### config.mk
export PLATFORM = sky130hd
export DESIGN_NAME = bin2bcd_seq
export DESIGN_NICKNAME = d
export VERILOG_FILES = /design/src/rtl/bcd_pkg.sv /design/src/rtl/bcd_digit_adj.sv /design/src/rtl/bin2bcd_seq.sv
export SDC_FILE = /design/constraint.sdc
export NUM_CORES = 1
export LEC_CHECK = 0
export ABC_AREA = 1
export BUFFER_PORTS_ARGS = -buffer_cell sky130_fd_sc_hd__buf_2
export CAP_MARGIN = 20
export CORE_MARGIN = 1
export CORE_UTILIZATION = 56
export DETAILED_ROUTE_END_ITERATION = 10
export HOLD_SLACK_MARGIN = 0.02
export PLACE_DENSITY = 0.86
export SLEW_MARGIN = 20
export SYNTH_ARGS = -nofsm -noshare
export SYNTH_HDL_FRONTEND = slang
export SYNTH_SLANG_ARGS = --single-unit
### constraint.sdc
create_clock -name clk -period 1.5 [get_ports clk]
set_input_delay 0.3 -clock clk [delete_from_list [all_inputs] [get_ports clk]]
set_output_delay 0.3 -clock clk [all_outputs]
set_load 0.01 [all_outputs]
### src/rtl/bcd_pkg.sv
// rtl/bcd_pkg.sv - shared constants, state encoding and width helper for the BCD converter
package bcd_pkg;

  localparam int         BCD_DIGIT_W = 4;
  localparam logic [3:0] ADJ_THRESH  = 4'd5;
  localparam logic [3:0] ADJ_ADD     = 4'd3;

  localparam logic [1:0] ST_IDLE = 2'd0;
  localparam logic [1:0] ST_CONV = 2'd1;
  localparam logic [1:0] ST_DONE = 2'd2;

  // Bits needed to hold values 0 .. value-1.
  function automatic int clog2(input int value);
    int r;
    int v;
    r = 0;
    v = value - 1;
    while (v > 0) begin
      r = r + 1;
      v = v >> 1;
    end
    return r;
  endfunction

endpackage

### src/rtl/bcd_digit_adj.sv
// rtl/bcd_digit_adj.sv - double-dabble digit pre-shift adjust (+3 when digit >= 5)
module bcd_digit_adj
  import bcd_pkg::*;
(
  input  logic [BCD_DIGIT_W-1:0] in_digit,
  output logic [BCD_DIGIT_W-1:0] out_digit
);

  assign out_digit = (in_digit >= ADJ_THRESH) ? in_digit + ADJ_ADD : in_digit;

endmodule

### src/rtl/bin2bcd_seq.sv
// rtl/bin2bcd_seq.sv - sequential shift-and-add-3 binary to BCD converter, one shift per clock
// Define BIN2BCD_SIGNED_EN to treat in_bin as two's complement and report the sign on out_neg.
module bin2bcd_seq
  import bcd_pkg::*;
#(
  parameter int BIN_W  = 16,
  parameter int DIGITS = 5
) (
  input  logic                            clk,
  input  logic                            rst,
  input  logic                            in_valid,
  output logic                            in_ready,
  input  logic [BIN_W-1:0]                in_bin,
  output logic                            out_valid,
  input  logic                            out_ready,
  output logic [BCD_DIGIT_W*DIGITS-1:0]   out_bcd,
  output logic                            out_ovf,
  output logic                            out_neg
);

  localparam int CNT_W = clog2(BIN_W + 1);
  localparam int BCD_W = BCD_DIGIT_W * DIGITS;

  logic [1:0]       r_state;
  logic [BIN_W-1:0] r_bin;
  logic [BCD_W-1:0] r_bcd;
  logic             r_ovf;
  logic             r_neg;
  logic [CNT_W-1:0] r_cnt;

  logic [BCD_W-1:0] w_adj;
  logic [BIN_W-1:0] w_mag;
  logic             w_neg;
  logic             w_accept;

  for (genvar g = 0; g < DIGITS; g++) begin : g_adj
    bcd_digit_adj u_adj (
      .in_digit  (r_bcd[g*BCD_DIGIT_W +: BCD_DIGIT_W]),
      .out_digit (w_adj[g*BCD_DIGIT_W +: BCD_DIGIT_W])
    );
  end

`ifdef BIN2BCD_SIGNED_EN
  // The most negative input wraps to 2^(BIN_W-1), which still fits unsigned.
  assign w_neg = in_bin[BIN_W-1];
  assign w_mag = w_neg ? -in_bin : in_bin;
`else
  assign w_neg = 1'b0;
  assign w_mag = in_bin;
`endif

  assign in_ready = (r_state == ST_IDLE) || ((r_state == ST_DONE) && out_ready);
  assign w_accept = in_valid && in_ready;

  always_ff @(posedge clk or posedge rst) begin
    if (rst) begin
      r_state <= ST_IDLE;
      r_bin   <= '0;
      r_bcd   <= '0;
      r_ovf   <= 1'b0;
      r_neg   <= 1'b0;
      r_cnt   <= '0;
    end else if (w_accept) begin
      r_bin   <= w_mag;
      r_bcd   <= '0;
      r_ovf   <= 1'b0;
      r_neg   <= w_neg;
      r_cnt   <= CNT_W'(BIN_W);
      r_state <= ST_CONV;
    end else begin
      case (r_state)
        ST_CONV: begin
          // A set bit leaving the top digit means the value no longer fits.
          r_bcd <= {w_adj[BCD_W-2:0], r_bin[BIN_W-1]};
          r_bin <= {r_bin[BIN_W-2:0], 1'b0};
          r_ovf <= r_ovf | w_adj[BCD_W-1];
          r_cnt <= r_cnt - 1'b1;
          if (r_cnt == CNT_W'(1)) begin
            r_state <= ST_DONE;
          end
        end
        ST_DONE: begin
          if (out_ready) begin
            r_state <= ST_IDLE;
          end
        end
        ST_IDLE: begin
          r_state <= ST_IDLE;
        end
        default: begin
          r_state <= ST_IDLE;
        end
      endcase
    end
  end

  assign out_valid = (r_state == ST_DONE);
  assign out_bcd   = r_bcd;
  assign out_ovf   = r_ovf;
  assign out_neg   = r_neg;

endmodule

# After elaboration in Yosys (flattened, before gate mapping)
# Index checks and enable logic that the tools add are counted.
# Widths: inputs -> output; s select.
dict set report op_classes {
  eq_ne 5
  n_addsub 6
  n_shift 0
  reduce_logical 6
  div_mod_pow 0
  n_lt_le_gt_ge 5
  multipliers 0
  n_bitwise 1
  n_mux 17
}
# op count
set op_table {}
lappend op_table {{$mux 20} 2}
lappend op_table {{$mux 16} 2}
lappend op_table {{$add 4x2->4 const B} 5}
lappend op_table {{$ge 4x3->1 const B} 5}
lappend op_table {{$mux 4} 5}
lappend op_table {{$mux 5} 2}
lappend op_table {{$mux 2} 3}
lappend op_table {{$eq 5x1->1 const B} 1}
lappend op_table {{$sub 5x1->5 const B} 1}
lappend op_table {{$pmux 2 s2} 1}
lappend op_table {{$ne 3x1->1 const B} 1}
lappend op_table {{$ne 3x3->1 const B} 1}
lappend op_table {{$eq 2x1->1 const B} 1}
lappend op_table {{$eq 2x2->1 const B} 1}
lappend op_table {{$logic_and 1x1->1} 2}
lappend op_table {{$logic_not 2->1} 1}
lappend op_table {{$mux 1} 2}
lappend op_table {{$reduce_and 2->1} 1}
lappend op_table {{$reduce_bool 2->1} 1}
lappend op_table {{$logic_or 1x1->1} 1}
lappend op_table {{$or 1x1->1} 1}
dict set report totals {
  latchBits 0
  ff_bits 44
  out_inout_bits 24
  word_cells 45
  rom_bits 0
  inputBits 20
  mem_bits_rw 0
  memories 0
}

# Depth between registers and ports, before layout
dict set report depth {
  word_depth 6
  mapped_depth 9
  depth_no_buf 9
}

# Hierarchy
# From an unflattened synthesis, not the netlist that was laid out.
dict set report unflattened {
  hier_cells 430
  hier_area_um2 2922.8
}
# mod area_per_inst_um2 cells_per_inst n_inst seq_area_each_um2
set modules_own_cells {}
lappend modules_own_cells {bin2bcd_seq 2247.2 315 1 1101.1}
lappend modules_own_cells {bcd_digit_adj 135.1 23 5 0.0}

# Worst setup path after synthesis
# OpenSTA, ideal clock, no wires.
dict set report synth_path {
  kind {flip-flop to flip-flop}
  start {register r_bcd[12] (netlist: out_bcd[12])}
  end {register r_bcd[13] (netlist: out_bcd[13])}
  period_less_slack_ps 1231
  path_buffers 0
  setup_slack_ps 269
  setup_ps 117
  required_time_ps 1383
  arrival_time_ps 1114
  path_stages_with_launch 9
  path_cell_list {dfrtp_1 -> inv_1 -> ha_1 -> inv_1 -> nand2_1 -> nand3_1 -> nand2_1 -> nand3_1 -> nand2_1}
}
dict set report synth_between {
  elab_chain_len 4
  elab_cells_between_ends 5
  classes_between {add/sub (1); order compare (1); mux (3)}
}
# item line_no
set synth_rtl {}
lappend synth_rtl {{start, declared} bin2bcd_seq.sv:26} ;# logic [BCD_W-1:0] r_bcd;
lappend synth_rtl {{start signal, assigned} bin2bcd_seq.sv:74} ;# r_bcd <= {w_adj[BCD_W-2:0], r_bin[BIN_W-1]};
lappend synth_rtl {{$add 4x2->4 or $ge 4x3->1 (tied branches)} bcd_digit_adj.sv:9} ;# assign out_digit = (in_digit >= ADJ_THRESH) ? in_digit + ADJ_ADD : in_digit;
lappend synth_rtl {{$mux 4 (*)} bcd_digit_adj.sv:9}
lappend synth_rtl {{$mux 20 (*)} bin2bcd_seq.sv:71} ;# case (r_state)
lappend synth_rtl {{$mux 20 (*)} bin2bcd_seq.sv:63} ;# end else if (w_accept) begin
# Mark *: on every way between the ends. The rest lies on a longest branch, timed or not. The select of a mux whose other input is x is not followed.
# A chain may end at the register's enable or synchronous reset.

# Worst setup path after layout
dict set report layout_path {
  start {register r_state[1]}
  end {output port in_ready}
}
dict set report layout_between {
  elab_chain_len 3
  elab_cells_between_ends 4
  classes_between {eq/ne (1); reduce/logical (3)}
}
# item line_no
set layout_rtl {}
lappend layout_rtl {{start, declared} bin2bcd_seq.sv:24} ;# logic [1:0] r_state;
lappend layout_rtl {{start signal, assigned} bin2bcd_seq.sv:57} ;# r_state <= ST_IDLE;
lappend layout_rtl {{start signal, assigned} bin2bcd_seq.sv:69} ;# r_state <= ST_CONV;
lappend layout_rtl {{start signal, assigned} bin2bcd_seq.sv:79} ;# r_state <= ST_DONE;
lappend layout_rtl {{$eq 2x2->1} bin2bcd_seq.sv:52} ;# assign in_ready = (r_state == ST_IDLE) || ((r_state == ST_DONE) && out_ready);
lappend layout_rtl {{$logic_and 1x1->1} bin2bcd_seq.sv:52}
lappend layout_rtl {{$logic_or 1x1->1 (*)} bin2bcd_seq.sv:52}
lappend layout_rtl {{end, declared} bin2bcd_seq.sv:12} ;# output logic in_ready,
# Mark *: on every way between the ends. The rest lies on a longest branch, timed or not.

==> reports/qor.csv <==
metric,value,unit
synth top area cells,"dfrtp_1 (45%), nand3_1 (15%), nand2_1 (14%)",
Hold Fails Final Rpt,0,
Flop pwr share,34.4,%
Synth Area in XOR/XNOR,0,%
sw frac,45.6,%
Post-Synthesis Cell Area,0.00247,mm²
Fill cells,342,
via count,2357,
NumNets Final,403,
final core utilization,69.8,%
first-pass GRT wire length,9340,µm
Pins Over Slew Limit,0,
Clock power frac,13.7,%
Num CTS Buffers,5,
Max Cap Violations,0,
"Slowest-stage cell, CP",dfrtp_1,
CTS tree,done,
Overall Power,6.62,mW
synthesized-area fraction occupied by and/or/nand/nor cells,35.2,%
WS Path Type,reg2out,
largest family of logic cells by synthesized area,simple AND/OR/NAND/NOR gates,
IO Count,44,
GRT Resource Usage Total,26.9,%
adder-cell area share of the yosys netlist,6.08,%
CP Cell Sequence,a21oi_2 > buf_2,
post-DR wirelength/cell,12.8,µm
area of the multi-input gates,0.00116,mm²
vias in the first global route,2175,
Psw,3.02,mW
Antenna Nets Post-Route,0,
Placeable Area,0.00412,mm²
"Seq/Total Area, Yosys",44.6,%
CP endpoint kind,output pin,
worst vdd ir,1.11,mV
PwrDens,2300,mW/mm²
multiplexer area fraction after synthesis,0,%
CP arrival,1130,ps
initial antenna violation count,0,
Final Worst Setup Slack,75.0,ps
Worst path top cell family by delay,flip-flops,
Worst Setup SP,r_state[1],
CP max FO,4,
port bufs,42,
most area-hungry cell type in the Yosys netlist,dfrtp_1,
Area Overhead vs Synth,16.4,%
HP Class,in2reg,
async set-reset flop share out of synthesis,100,%
combinational group share of total power,51.8,%
final setup fails,0,
Main synth FF type,dfrtp_1,
yosys warns,0,
register area,0.00110,mm²
most frequent cell after synthesis,nand2_1,
Synth Register Bits,44,
die area,0.00468,mm²
global-route met2 utilization,45.7,%
GPL Wtd Cong,0.842,
Critical Path RT,1200,ps
total leakage power,1.55,nW
Clock Path Buffers,2,
RSZ-0062 raised after global routing,no,
Syn Nets,356,
Initial Utilization,60.0,%
HP Start,in_bin[11],
Worst-path clk slew,80,ps
Internal Power,3.60,mW
n_diodes,0,
starting DRC count in detailed routing,170,
Worst Skew,7.10,ps
Skew-Pair Late Insertion Delay,300,ps
outcome,"finished, final reports clean",
router iterations before antenna repair,4,
period utilization,95.0,%
CTS H-tree depth,2,
worst reg2reg startpoint,out_bcd[16],
Tmin final,1430,ps
Die X,68.4,µm
drt via density,5.59,
DP Worst Slack,135,ps
most used routing layer,met2,
max frequency,702,MHz
Gate Count Post-Synth,324,
Global Route met3 Usage,6.17,%
share of layout cells above drive strength 1,18.8,%
Die Y,68.4,µm
num rows,23,
total gr overflow,0,
Mean Syn Cell Area,7.62,µm²
DRC violations left,0,
Worst Setup Start Kind,register,
most instantiated cells after synthesis,"nand2_1 (93), nand3_1 (75), dfrtp_1 (44)",
largest net degree at the start of global routing,39,
final wirelength,5410,µm
met1 Track Usage GR,33.4,%
crit-path max cell delay,410,ps
post-synth top area share,44.6,%
Post-synth EDFFs,0,
R2R Setup Slk,140,ps
DPL Wire Length,3870,µm
post-route setup TNS,0,ps
Worst Path Buf+Inv,1,
distinct cell type count after synthesis,20,
Root Driver,clkbuf_8,
Synth Area in Compound Gates,5.73,%
CTS sink cnt,44,
-- layer usage --
metal / wire (µm) / vias up / part of all wire (%)
li1: - / 1162 / -
met3: 254 / 10 / 4.7
met1: 2430 / 1105 / 45
met4: 76 / 0 / 1.4
met2: 2650 / 80 / 49
met5: 0 / - / 0
-- cells in the final DEF (no fill, tap or decap) --
cell type / synthesis / routed
clkinvlp_4: 0 / 1
buf_4: 4 / 9
conb_1: 1 / 1
a21oi_2: 1 / 1
buf_2: 7 / 42
nand3_2: 1 / 1
bufinv_16: 0 / 1
clkinv_2: 0 / 1
nor2_1: 14 / 14
dfrtp_1: 44 / 41
buf_12: 0 / 1
inv_2: 3 / 3
ha_1: 12 / 12
dlygate4sd3_1: 0 / 1
o21ai_1: 4 / 4
inv_1: 30 / 30
nand3_1: 75 / 75
nand2_1: 93 / 93
a21oi_1: 1 / 1
dfrtp_2: 0 / 3
nand2_2: 2 / 2
nand4_1: 11 / 11
clkbuf_8: 0 / 5
o21bai_1: 5 / 5
o21ai_0: 14 / 14
-- final timing paths --
path / to / depth (start not counted)
worst max-delay path: in_ready / 2
worst min-delay path: r_bin[11] / 3
worst max register to register: out_bcd[19] / 8
worst min register to register: out_ovf / 2
max in group asynchronous: out_bcd[8] / 4
min in group asynchronous: out_bcd[13] / 3
-- state kept, by name (all words and copies together), names as in the netlist --
| name | flops |
|---|---|
| out_bcd | 20 |
| r_cnt | 5 |
| out_ovf | 1 |
| r_state | 2 |
| r_bin | 16 |
-- cell families after synthesis --
| family | after synthesis |
|---|---|
| other | 1 |
| DFF | 44 |
| adders and majority gates | 12 |
| and+or+nand+nor | 196 |
| buffers and inverters | 46 |
| AOI/OAI and AO/OA | 25 |
-- repair_timing --
item,CTS,global route
endpoints found under the hold margin,6,0
endpoints found under the setup margin,0,9
gates resized for setup,0,3
hold buffers,1,0
buffers inserted,0,2
-- metrics by stage --
stage          hold WS (ps)  instance area, µm²  std cells
2_1_floorplan           442                2470        324
3_3_place_gp            255                2730        411
3_5_place_dp            269                2730        411
4_1_cts                 242                2860        420
5_1_grt                 255                2870        422
6_report                245                2870        422
-- power by group through the flow --
stage / sequential, mW / combinational, mW / clock, mW
2_1_floorplan: 2.31 / 2.42 / 0
3_3_place_gp: 2.26 / 3.24 / 0
3_5_place_dp: 2.29 / 3.39 / 0
4_1_cts: 2.27 / 3.41 / 0.933
5_1_grt: 2.35 / 4.03 / 0.973
6_report: 2.28 / 3.43 / 0.909
-- worst register-to-register path: cells and delay by family (launching register included) --
kind	cells	cell delay, ps
flops	1	430
buf+inv	3	250
fa+ha+maj	1	230
compound gates	2	190
simple gates	2	120
-- area by class of cell --
| type | count | area share (%) |
|---|---|---|
| repair buffers | 53 | 10.7 |
| inverters | 33 | 4.31 |
| multi-input cells | 234 | 40.5 |
| clock buffers | 5 | 2.39 |
| flip-flops and latches | 44 | 38.4 |
| well taps | 50 | 2.18 |
| clock inverters | 3 | 1.48 |
(Power assumes the default switching activity.)
